`config.mk`:
```
export PLATFORM = sky130hd
export DESIGN_NAME = o_buf_drain
export DESIGN_NICKNAME = d
export VERILOG_FILES = /design/src/rtl/sa_pkg.sv /design/src/rtl/o_drain_fifo.sv /design/src/rtl/o_buf_drain.sv
export SDC_FILE = /design/constraint.sdc
export NUM_CORES = 1
export LEC_CHECK = 0
export CORE_ASPECT_RATIO = 1.75
export CORE_MARGIN = 2
export CORE_UTILIZATION = 55
export DETAILED_ROUTE_END_ITERATION = 7
export MAX_ROUTING_LAYER = met4
export PLACE_DENSITY = 0.79
export RECOVER_POWER = 100
export SYNTH_ARGS = -nofsm -noshare
export SYNTH_HDL_FRONTEND = slang
export SYNTH_SLANG_ARGS = --single-unit
export TNS_END_PERCENT = 100
```
`constraint.sdc`:
```
create_clock -name clk_i -period 7 [get_ports clk_i]
set_input_delay 1.4 -clock clk_i [delete_from_list [all_inputs] [get_ports clk_i]]
set_output_delay 1.4 -clock clk_i [all_outputs]
set_load 0.01 [all_outputs]
```
`src/rtl/sa_pkg.sv`:
```
// rtl/sa_pkg.sv - drain state encoding, default sizes and the requantize helper
package sa_pkg;
  localparam int WIDTH_D = 19;
  localparam int DEPTH_D = 8;
  localparam int OUT_W_D = 8;
  localparam int SHW_D   = 5;
  localparam int TW      = WIDTH_D + 2;

  typedef enum logic [1:0] {IDLE, RUN, FLUSH, DONE} drain_state_t;

  // Round half up, optional ReLU, then saturate into a signed OUT_W_D sample.
  function automatic logic [OUT_W_D-1:0] requant(input logic [WIDTH_D:0] x,
                                                 input logic [SHW_D-1:0] sh,
                                                 input logic relu);
    logic signed [TW-1:0] xe;
    logic signed [TW-1:0] t;
    logic signed [TW-1:0] y;
    logic signed [TW-1:0] qmax;
    qmax = TW'((1 << (OUT_W_D - 1)) - 1);
    xe   = {x[WIDTH_D], x};
    t    = '0;
    if (sh == '0) begin
      y = xe;
    end else if (int'(sh) >= WIDTH_D + 1) begin
      y = {TW{x[WIDTH_D]}};
    end else begin
      t = xe + (TW'(1) << (sh - 1'b1));
      y = t >>> sh;
    end
    if (relu && (y < 0)) y = '0;
    if (y > qmax) y = qmax;
    else if (y < ~qmax) y = ~qmax;
    return y[OUT_W_D-1:0];
  endfunction
endpackage

```
`src/rtl/o_drain_fifo.sv`:
```
// rtl/o_drain_fifo.sv - two-entry fall-through FIFO carrying {data, last}
module o_drain_fifo #(
  parameter int DW = 21
) (
  input  logic          clk_i,
  input  logic          rst_i,
  input  logic          push,
  input  logic [DW-1:0] wdata,
  input  logic          pop,
  output logic [DW-1:0] rdata,
  output logic [1:0]    count
);
  logic [DW-1:0] mem [2];
  logic          wp;
  logic          rp;

  always_ff @(posedge clk_i or negedge rst_i) begin
    if (!rst_i) begin
      mem[0] <= '0;
      mem[1] <= '0;
      wp     <= 1'b0;
      rp     <= 1'b0;
      count  <= '0;
    end else begin
      if (push) begin
        mem[wp] <= wdata;
        wp      <= ~wp;
      end
      if (pop) rp <= ~rp;
      count <= count + {1'b0, push} - {1'b0, pop};
    end
  end

  assign rdata = mem[rp];
endmodule

```
`src/rtl/o_buf_drain.sv`:
```
// rtl/o_buf_drain.sv - sweeps the output buffer, requantizes each entry and streams it out
module o_buf_drain
  import sa_pkg::*;
#(
  parameter int WIDTH = WIDTH_D,
  parameter int DEPTH = DEPTH_D,
  parameter int OUT_W = OUT_W_D,
  parameter int SHW   = SHW_D
) (
  input  logic                     clk_i,
  input  logic                     rst_i,
  input  logic                     start_i,
  input  logic [SHW-1:0]           shift_i,
  input  logic                     relu_i,
  input  logic                     bias_en_i,
  input  logic [WIDTH-1:0]         bias_i,
  output logic [$clog2(DEPTH)-1:0] raddr_o,
  input  logic [WIDTH:0]           rdata_i,
  output logic                     cw_vo,
  output logic [WIDTH-1:0]         cdata_o,
  output logic                     m_valid_o,
  input  logic                     m_ready_i,
  output logic [OUT_W-1:0]         m_data_o,
  output logic                     m_last_o,
  output logic                     busy_o,
  output logic                     done_o
);
  localparam int AW = $clog2(DEPTH);
  localparam logic [AW-1:0] LAST_ADDR = AW'(DEPTH - 1);

  drain_state_t     state, state_n;
  logic [AW-1:0]    cnt, raddr_q;
  logic             inflight, inflight_last;
  logic [SHW-1:0]   shift_q;
  logic             relu_q, bias_en_q;
  logic [WIDTH-1:0] bias_q;
  logic [WIDTH+1:0] head;
  logic [1:0]       level;
  logic [2:0]       credit;
  logic             issue, pop;

  // credit counts queued plus in-flight entries, with this cycle's pop already freed
  assign m_valid_o = (level != 2'd0);
  assign pop       = m_valid_o & m_ready_i;
  assign credit    = {1'b0, level} + {2'b0, inflight} - {2'b0, pop};
  assign issue     = (state == RUN) && (credit < 3'd2);

  assign raddr_o  = issue ? cnt : raddr_q;
  assign cw_vo    = issue & bias_en_q;
  assign cdata_o  = cw_vo ? bias_q : '0;
  assign m_data_o = m_valid_o ? requant(head[WIDTH+1:1], shift_q, relu_q) : '0;
  assign m_last_o = m_valid_o & head[0];
  assign busy_o   = (state != IDLE);
  assign done_o   = (state == DONE);

  o_drain_fifo #(.DW(WIDTH + 2)) u_fifo (
    .clk_i (clk_i),
    .rst_i (rst_i),
    .push  (inflight),
    .wdata ({rdata_i, inflight_last}),
    .pop   (pop),
    .rdata (head),
    .count (level)
  );

  always_ff @(posedge clk_i or negedge rst_i) begin
    if (!rst_i) state <= IDLE;
    else        state <= state_n;
  end

  always_comb begin
    state_n = state;
    case (state)
      IDLE:    if (start_i) state_n = RUN;
      RUN:     if (issue && (cnt == LAST_ADDR)) state_n = FLUSH;
      FLUSH:   if (credit == 3'd0) state_n = DONE;
      DONE:    state_n = IDLE;
      default: state_n = IDLE;
    endcase
  end

  always_ff @(posedge clk_i or negedge rst_i) begin
    if (!rst_i) begin
      cnt           <= '0;
      raddr_q       <= '0;
      inflight      <= 1'b0;
      inflight_last <= 1'b0;
      shift_q       <= '0;
      relu_q        <= 1'b0;
      bias_en_q     <= 1'b0;
      bias_q        <= '0;
    end else begin
      inflight      <= issue;
      inflight_last <= issue && (cnt == LAST_ADDR);
      if ((state == IDLE) && start_i) begin
        cnt       <= '0;
        shift_q   <= shift_i;
        relu_q    <= relu_i;
        bias_en_q <= bias_en_i;
        bias_q    <= bias_i;
      end else if (issue) begin
        raddr_q <= cnt;
        cnt     <= cnt + 1'b1;
      end
    end
  end
endmodule

```
==> qor.log, run 1 <==
[outcome] outcome finished, violations left
[outcome] failing checks capacitance limit, slew limit
[timing] sum of negative setup slack 0 ps
[timing] worst relative slew slack -182%
[synthesis] share of the synthesized area in the top cell type 31.0%
[setup_path] kind of end point of the critical path output port
[finish] antenna cell count 0
[synthesis] top post-synthesis cells by area dfrtp_1, mux2_2, ha_1
[global_route] initial antenna violation count 0
[power] total power density per cell area 631 nW/um^2
[timing] max-slew violation count 105
[floorplan] Core ar. 11900 sq um
[synthesis] Synthesized Nets 815
[power] P_int 2.74 mW
[setup_path] depth of the worst register-to-register path 12
[job] Maximum Capacitance Violations 2
[floorplan] die area 13000 sq um
[floorplan] IO Pins 85
[global_route] gr usage total 38.6%
[setup_path] Setup crit start kind register
[synthesis] number of instances in the synthesized netlist 734
[synthesis] most numerous cell types in the synthesized netlist mux2_2, dfrtp_1, nor2_1
[timing] part of the cycle the worst path needs 98.6%
[hold_path] Worst Hold Launch bias_q[18]
[floorplan] die outline width 86.9 um
[cts] worst-case clock buffer depth 2
[synthesis] synthesized area 6610 sq um
[timing] Setup Viol. Count Final 0
[floorplan] number of rows created at floorplan 53
[cts] # clock sinks 82
[placement] sum of net half-perimeters after detailed placement 19000 um
[synthesis] most used standard cell by instance count after synthesis mux2_2
[setup_path] required time reported for the critical path endpoint 5600 ps
[timing] clock period minus worst slack 6900 ps
[finish] fraction of final layout cells sized beyond drive strength 1 29.6%
[route] Post-route DRC 0
[synthesis] largest area contributor in the netlist dfrtp_1
[setup_path] category of the critical setup timing path reg2out
[route] routed via count divided by cell count 6.66
[finish] Area growth, synth to finish 29.3%
[global_route] number of global-route vias before repair 6971
[power] Clk network pwr share 9.5%
[placement] total of buffers placed on input and output ports 84
[power] worst supply voltage drop on vdd 0.000345 V
[synthesis] Post-synth EDFFs 0
[hold_path] hold depth 1
[synthesis] number of warnings printed during yosys synthesis 0
[placement] weighted congestion at the end of routability-driven global placement 1.11
[setup_path] Register-to-Register Setup Slack 2990 ps
[cts] clock slew at the register clock pins of the worst setup and hold paths 70 ps
[global_route] total global routing overflow 0
[timing] final count of hold timing violations 0
[power] LEAKAGE 3.77 nW
[route] first drt pass iteration count 7
[power] Gate power share 74.6%
[setup_path] startpoint of the worst register-to-register path u_fifo.count[1]
[hold_path] Min-Delay Path Class reg2reg
[hold_path] end point of the worst hold path bias_q[18]
[power] switching share of power 49.1%
[cts] clock latency of the later-clocked register in the worst-skew pair 340 ps
[route] via count of the routed design 6695
[cts] CTS root buffer clkbuf_16
[floorplan] initial core utilization 55.7%
[synthesis] most frequently used flop master after synthesis dfrtp_1
[global_route] maximum number of pins on one net before global-route repair 83
[cts] number of buffers created by CTS 9
[setup_path] Worst R2R End raddr_q[1]
[timing] Final WS setup 97.9 ps
[cts] TritonCTS clock tree yes
[synthesis] Netlist cell types 75
[floorplan] chip height 149 um
[placement] worst slack, placed -84.7 ps
[route] DRC marker count from the first detailed-route iteration 504
[synthesis] average instance area after synthesis 9.01 sq um
[synthesis] share of synthesized registers carrying an async set or reset 100%
[timing] actual transition at the worst max-transition pin 4230 ps
[synthesis] Seq/Total Area, Yosys 31.0%
[synthesis] Synth Register Bits 82
[timing] post-route clock skew 10.1 ps
[timing] Peak Freq 0.145 GHz
[global_route] first-pass GRT wire length 36600 um
[cts] hold buffer count at CTS 0
[finish] core utilization of the finished layout 72.1%
[power] Net Sw Power 2.65 mW
[power] Flop pwr share 15.9%
[setup_path] peak fanout along the critical path 27
[route] Detailed Route WL 24500 um
[cts] total number of H-tree levels 3
[route] average wire length per cell after detail routing 24.4 um
[setup_path] Arrival @ worst endpoint 5500 ps
[route] Antenna Violating Nets Remaining 0
[finish] layout net count 945
[kinds of logic after synthesis]
family | Yosys count | synth area share [%]
AO/OA/AOI/OAI | 191 | 20.0
adder cells (fa/ha/maj) | 31 | 6.09
XOR/XNOR | 22 | 3.03
AND/OR/NAND/NOR | 237 | 17.2
multiplexers | 109 | 18.8
buffers and inverters | 62 | 3.82
flip-flops | 82 | 31.0
[power groups by stage]
stage | Sequential (mW) | Combinational (mW) | Clock, mW
after floorplan | 0.797 | 2.28 | 0
after global placement | 0.823 | 3.65 | 0
after detailed placement | 0.854 | 3.72 | 0
after CTS | 0.853 | 3.81 | 0.518
after global routing | 0.881 | 4.20 | 0.536
final | 0.857 | 4.02 | 0.513
[cell usage in the layout, fill, tap and decap left out, drive strengths merged, types with 4 or more instances in the layout]
master	synthesis	layout
mux2	101	101
dfrtp	82	82
buf	13	77
nor2	73	73
nand2	64	64
dlygate4sd3	0	49
a21oi	49	49
o21ai	44	44
ha	29	29
clkdlybuf4s50	0	27
inv	20	21
and3	20	20
a211oi	20	20
clkbuf	27	16
nor3	15	15
xnor2	12	12
nand3	11	11
xor2	10	10
o22ai	10	10
o31ai	10	10
nand4	9	9
nor2b	8	8
a221o	8	8
and2	8	8
o211ai	6	6
mux2i	6	6
or2	6	6
nand2b	6	6
clkinv	2	5
a21o	4	4
a211o	4	4
or3	4	4
a31oi	4	4
a221oi	4	4
[layer usage]
layer,track usage (%),wire length (um),part of all wire (%)
met5,-,0,0
met4,29.1,2310,9.4
met3,3.98,1160,4.7
met2,69.2,13100,53
met1,36.5,7980,33
[sequential cells by signal, summed over array words and instances, names as in the netlist]
register and count:
u_fifo.mem 42, bias_q 19, shift_q 5, cnt 3, raddr_q 3, state 2, u_fifo.count 2, bias_en_q 1
inflight 1, inflight_last 1, relu_q 1, u_fifo.rp 1, u_fifo.wp 1
[worst max-delay path: stages, from the launching register on]
cell and delay, ps:
dfrtp_1 370, buf_4 310, nand2b_4 270, buf_4 200, nor2_1 70, ha_1 310
a21oi_2 230, mux2_1 370, a211o_1 270, a211oi_2 250, a221o_1 290, a221o_1 200
a211oi_2 80, or4b_4 550, nor4_4 280, nand2_1 80, o41a_1 460, clkbuf_1 150
o31ai_1 230, buf_2 170
[worst max-delay path by stage]
stage / slack (ps) / to / depth (start not counted) / start
after detailed placement: -80 / m_data_o[5] / 21 / shift_q[0]
final: 100 / m_data_o[2] / 19 / shift_q[1]
after global routing: -30 / m_data_o[2] / 20 / shift_q[4]
after CTS: 2 / m_data_o[6] / 27 / shift_q[0]
after floorplan: 580 / m_data_o[2] / 21 / shift_q[1]
after global placement: 90 / m_data_o[3] / 19 / shift_q[4]
[area by class of cell]
cell class	instances	area (sq um)
Clock inverter	6	87.6
Inverter	22	82.6
Sequential cell	82	2050
Tap cell	137	171
Timing Repair Buffer	159	1380
Fill cell	865	3320
Clock buffer	10	239
Multi-Input combinational cell	590	4540
[metrics by stage]
stage	power [mW]	area, sq um	hold slack, ps	std cells
3_3_place_gp	4.48	7970	480	982
2_1_floorplan	3.07	6610	463	734
4_1_cts	5.18	8390	504	1002
3_5_place_dp	4.57	7970	488	982
5_1_grt	5.62	8550	516	1006
6_report	5.39	8550	502	1006
[repair_timing]
action | in CTS | in global routing
endpoints found under the hold margin | 0 | 0
resized for setup | 25 | 50
pin swaps | 7 | 17
buffers inserted | 4 | 4
endpoints found under the setup margin | 7 | 7
(Power assumes the default switching activity.)
==> inputs of run 2 (changes only) <==
--- a/config.mk
+++ b/config.mk
@@ -5,6 +5,7 @@
 export SDC_FILE = /design/constraint.sdc
 export NUM_CORES = 1
 export LEC_CHECK = 0
+export ABC_AREA = 1
 export CORE_ASPECT_RATIO = 1.75
 export CORE_MARGIN = 2
 export CORE_UTILIZATION = 55
==> run 2 against run 1 <==
  * The flow still finishes with violations (capacitance limit, slew limit)
  * Clock power shrank 1%
  * Critical endpoint is now m_data_o[0]
  * Combinational power down 22%
  * Worst hold slack got worse by 19 ps
  * First-iteration DRC count fell by 27%
  * Sequential share of layout area up 1.3 points
  * Core utilization shrank 4.0 points
  * Clock skew down 1.5 ps
==> qor.log, run 2 <==
[cts] worst-case clock buffer depth 2 [unchanged]
[cts] CTS root buffer clkbuf_16
[hold_path] Worst Hold Launch u_fifo.mem[13]
[setup_path] startpoint of the worst register-to-register path u_fifo.count[1]
[setup_path] category of the critical setup timing path reg2out
[power] LEAKAGE 4.52 nW [+20%]
[placement] sum of net half-perimeters after detailed placement 18700 um [-1.5%]
[finish] flip-flop count of the largest register, all copies and words added 42 [unchanged]
[setup_path] peak fanout along the critical path 9 [-67%]
[route] DRC marker count from the first detailed-route iteration 367 [-27%]
[global_route] number of global-route vias before repair 7370 [+5.7%]
[setup_path] Setup crit start kind register
[floorplan] chip height 150 um [+0.77%]
[setup_path] Arrival @ worst endpoint 5160 ps [-340 ps]
[synthesis] Synth Register Bits 82 [unchanged]
[synthesis] Netlist cell types 43 [-43%]
[power] Net Sw Power 2.37 mW [-11%]
[timing] Setup Viol. Count Final 0 [unchanged]
[timing] Final WS setup 445 ps [+347 ps]
[setup_path] Max stage delay on crit path 420 ps [-130 ps]
[synthesis] share of the synthesized area in the top cell type 30.5% [-0.49 points]
[placement] weighted congestion at the end of routability-driven global placement 1.08 [-2.7%]
[timing] worst relative slew slack -181% [+1.3 points]
[finish] most frequent cells in the layout nand2_1, inv_1, nand3_1
[synthesis] Seq/Total Area, Yosys 30.5% [-0.49 points]
[synthesis] top post-synthesis cells by area dfrtp_1, nand2_1, nand3_1
[finish] biggest registers after layout u_fifo.mem x42, bias_q x19, shift_q x5
[finish] antenna cell count 0 [unchanged]
[outcome] failing checks capacitance limit, slew limit
[setup_path] Most common cell on crit path nand2_1
[timing] part of the cycle the worst path needs 93.6% [-5.0 points]
[power] switching share of power 53.2% [+4.0 points]
[cts] clock slew at the register clock pins of the worst setup and hold paths 60 ps [about the same]
[power] Gate power share 70.2% [-4.4 points]
[outcome] outcome finished, violations left
[power] P_int 2.09 mW [-24%]
[finish] layout net count 1257 [+33%]
[synthesis] number of warnings printed during yosys synthesis 0 [unchanged]
[synthesis] Post-synth EDFFs 0 [unchanged]
[timing] actual transition at the worst max-transition pin 4210 ps [-19.9 ps]
[power] Flop pwr share 18.4% [+2.5 points]
[floorplan] initial core utilization 56.3% [+0.57 points]
[floorplan] Core ar. 11900 sq um [+0.56%]
[setup_path] Setup crit start shift_q[3]
[synthesis] share of synthesized registers carrying an async set or reset 100% [unchanged]
[floorplan] number of rows created at floorplan 53 [unchanged]
[route] average wire length per cell after detail routing 17.6 um [-28%]
[floorplan] die outline width 87.6 um [+0.75%]
[finish] Area growth, synth to finish 20.9%
[route] via count of the routed design 7421 [+11%]
[global_route] gr usage total 37.1% [-1.5 points]
[timing] max-slew violation count 183 [+74%]
[global_route] first-pass GRT wire length 35700 um [-2.7%]
[synthesis] synthesized area 6720 sq um [+1.6%]
[synthesis] most used standard cell by instance count after synthesis nand2_1
[floorplan] IO Pins 85 [unchanged]
[floorplan] die area 13200 sq um [+1.5%]
[timing] worst hold slack after final layout 483 ps [-19.4 ps]
[synthesis] number of instances in the synthesized netlist 1093 [+49%]
[cts] # clock sinks 82 [unchanged]
[finish] fraction of final layout cells sized beyond drive strength 1 6.44% [-23 points]
[synthesis] average instance area after synthesis 6.15 sq um [-32%]
[timing] unrepaired setup endpoints after global routing false
[setup_path] critical path's slowest cell dfrtp_1
[setup_path] required time reported for the critical path endpoint 5600 ps [about the same]
[placement] total of buffers placed on input and output ports 84 [unchanged]
[synthesis] most frequently used flop master after synthesis dfrtp_1
[synthesis] largest area contributor in the netlist dfrtp_1
[cts] total number of H-tree levels 3 [unchanged]
[hold_path] Min-Delay Path Class reg2reg
[finish] Largest Register u_fifo.mem
[route] Post-route DRC 0 [unchanged]
[global_route] initial antenna violation count 0 [unchanged]
[timing] final count of hold timing violations 0 [unchanged]
[cts] clock latency of the later-clocked register in the worst-skew pair 340 ps [about the same]
[finish] core utilization of the finished layout 68.0% [-4.0 points]
[finish] leading cell type in the layout, fill and taps excluded nand2_1
[route] routed via count divided by cell count 5.63 [-15%]
[route] first drt pass iteration count 7 [unchanged]
[synthesis] Synthesized Nets 1174 [+44%]
[power] Clk network pwr share 11.4% [+1.9 points]
[timing] Peak Freq 0.153 GHz [+5.3%]
[synthesis] most numerous cell types in the synthesized netlist nand2_1, inv_1, nand3_1
[cts] TritonCTS clock tree yes
[setup_path] depth of the worst register-to-register path 14 [+2]
[power] Total Power Consumption 4.45 mW [-17%]
[hold_path] hold depth 2 [+1]
[timing] post-route clock skew 8.63 ps [-1.48 ps]
[power] worst supply voltage drop on vdd 0.000343 V [-0.74%]
[cts] number of buffers created by CTS 9 [unchanged]
[power] total power density per cell area 548 nW/um^2 [-13%]
[placement] worst slack, placed 616 ps [+701 ps]
[route] Detailed Route WL 23200 um [-5.3%]
[timing] clock period minus worst slack 6560 ps [-347 ps]
[route] Antenna Violating Nets Remaining 0 [unchanged]
[setup_path] kind of end point of the critical path output port
[job] Maximum Capacitance Violations 3 [+1]
[cts] hold buffer count at CTS 0 [unchanged]
[global_route] total global routing overflow 0 [unchanged]
[timing] sum of negative setup slack 0 ps [unchanged]
[global_route] maximum number of pins on one net before global-route repair 83 [unchanged]
==> run 2: changes by cell type in the layout (fill, tap and decap cells not counted), moves of 40 or more <==
cell / before / now
nand2_1: 63 / 350
nand3_1: 10 / 129
inv_1: 19 / 133
mux2_2: 97 / 2
buf_4: 70 / 27
nor2_1: 70 / 113
o21ai_0: 35 / 75
==> run 2: power by group through the flow <==
stage | combinational, mW | clock (mW) | sequential, mW
after global routing | 3.44 | 0.530 | 0.843
after global placement | 3.05 | 0 | 0.809
after floorplan | 2.05 | 0 | 0.794
final | 3.13 | 0.507 | 0.821
after CTS | 3.10 | 0.510 | 0.817
after detailed placement | 3.07 | 0 | 0.820
==> run 2: cells by family after synthesis <==
kind of cell	share of synthesized area, %
compound gates	12.5
flops	30.5
mux	0.633
simple gates	38.5
xor+xnor	1.42
fa+ha+maj	6.00
buf+inv	10.5
==> run 2: worst max-delay path: cells and delay by family (launching register included) <==
family                     cells  cell delay (ps)
adders and majority gates      2              550
and+or+nand+nor               21             2130
AOI/OAI and AO/OA              4              540
DFF                            1              420
buffers and inverters         10             1140
==> run 2: what timing repair did <==
action / 4_1_cts / 5_1_grt
gates resized for setup: 0 / 9
setup buffers: 0 / 2
setup endpoints to repair: 0 / 7
==> run 2: layer usage <==
metal	vias to the layer above	GRT usage (%)	wire, um
met5	-	-	0
met3	123	3.95	863
met4	0	31.4	2220
met2	258	67.2	12600
met1	3404	32.9	7550
li1	3636	-	-
==> run 2: layout make-up <==
type | instances | area (sq um)
Fill cell | 1130 | 3810
Clock inverter | 6 | 90.1
Tap cell | 137 | 171
Sequential cell | 82 | 2050
Multi-Input combinational cell | 824 | 3970
Clock buffer | 10 | 239
Inverter | 147 | 553
Timing Repair Buffer | 112 | 1050
==> run 2: metrics by stage <==
step	std cells	instance area [sq um]
global placement	1300	7770
floorplan	1093	6720
CTS	1316	8100
global route	1318	8120
finish	1318	8120
detailed placement	1300	7770
==> run 2: final timing paths <==
| check | to | slack [ps] |
|---|---|---|
| worst min register to register | u_fifo.mem[13] | 480 |
| worst max register to register | raddr_q[2] | 4250 |
| worst max-delay path | m_data_o[0] | 440 |
| min in group asynchronous | inflight_last | 2540 |
| max in group asynchronous | u_fifo.mem[39] | 2070 |
| worst min-delay path | u_fifo.mem[13] | 480 |
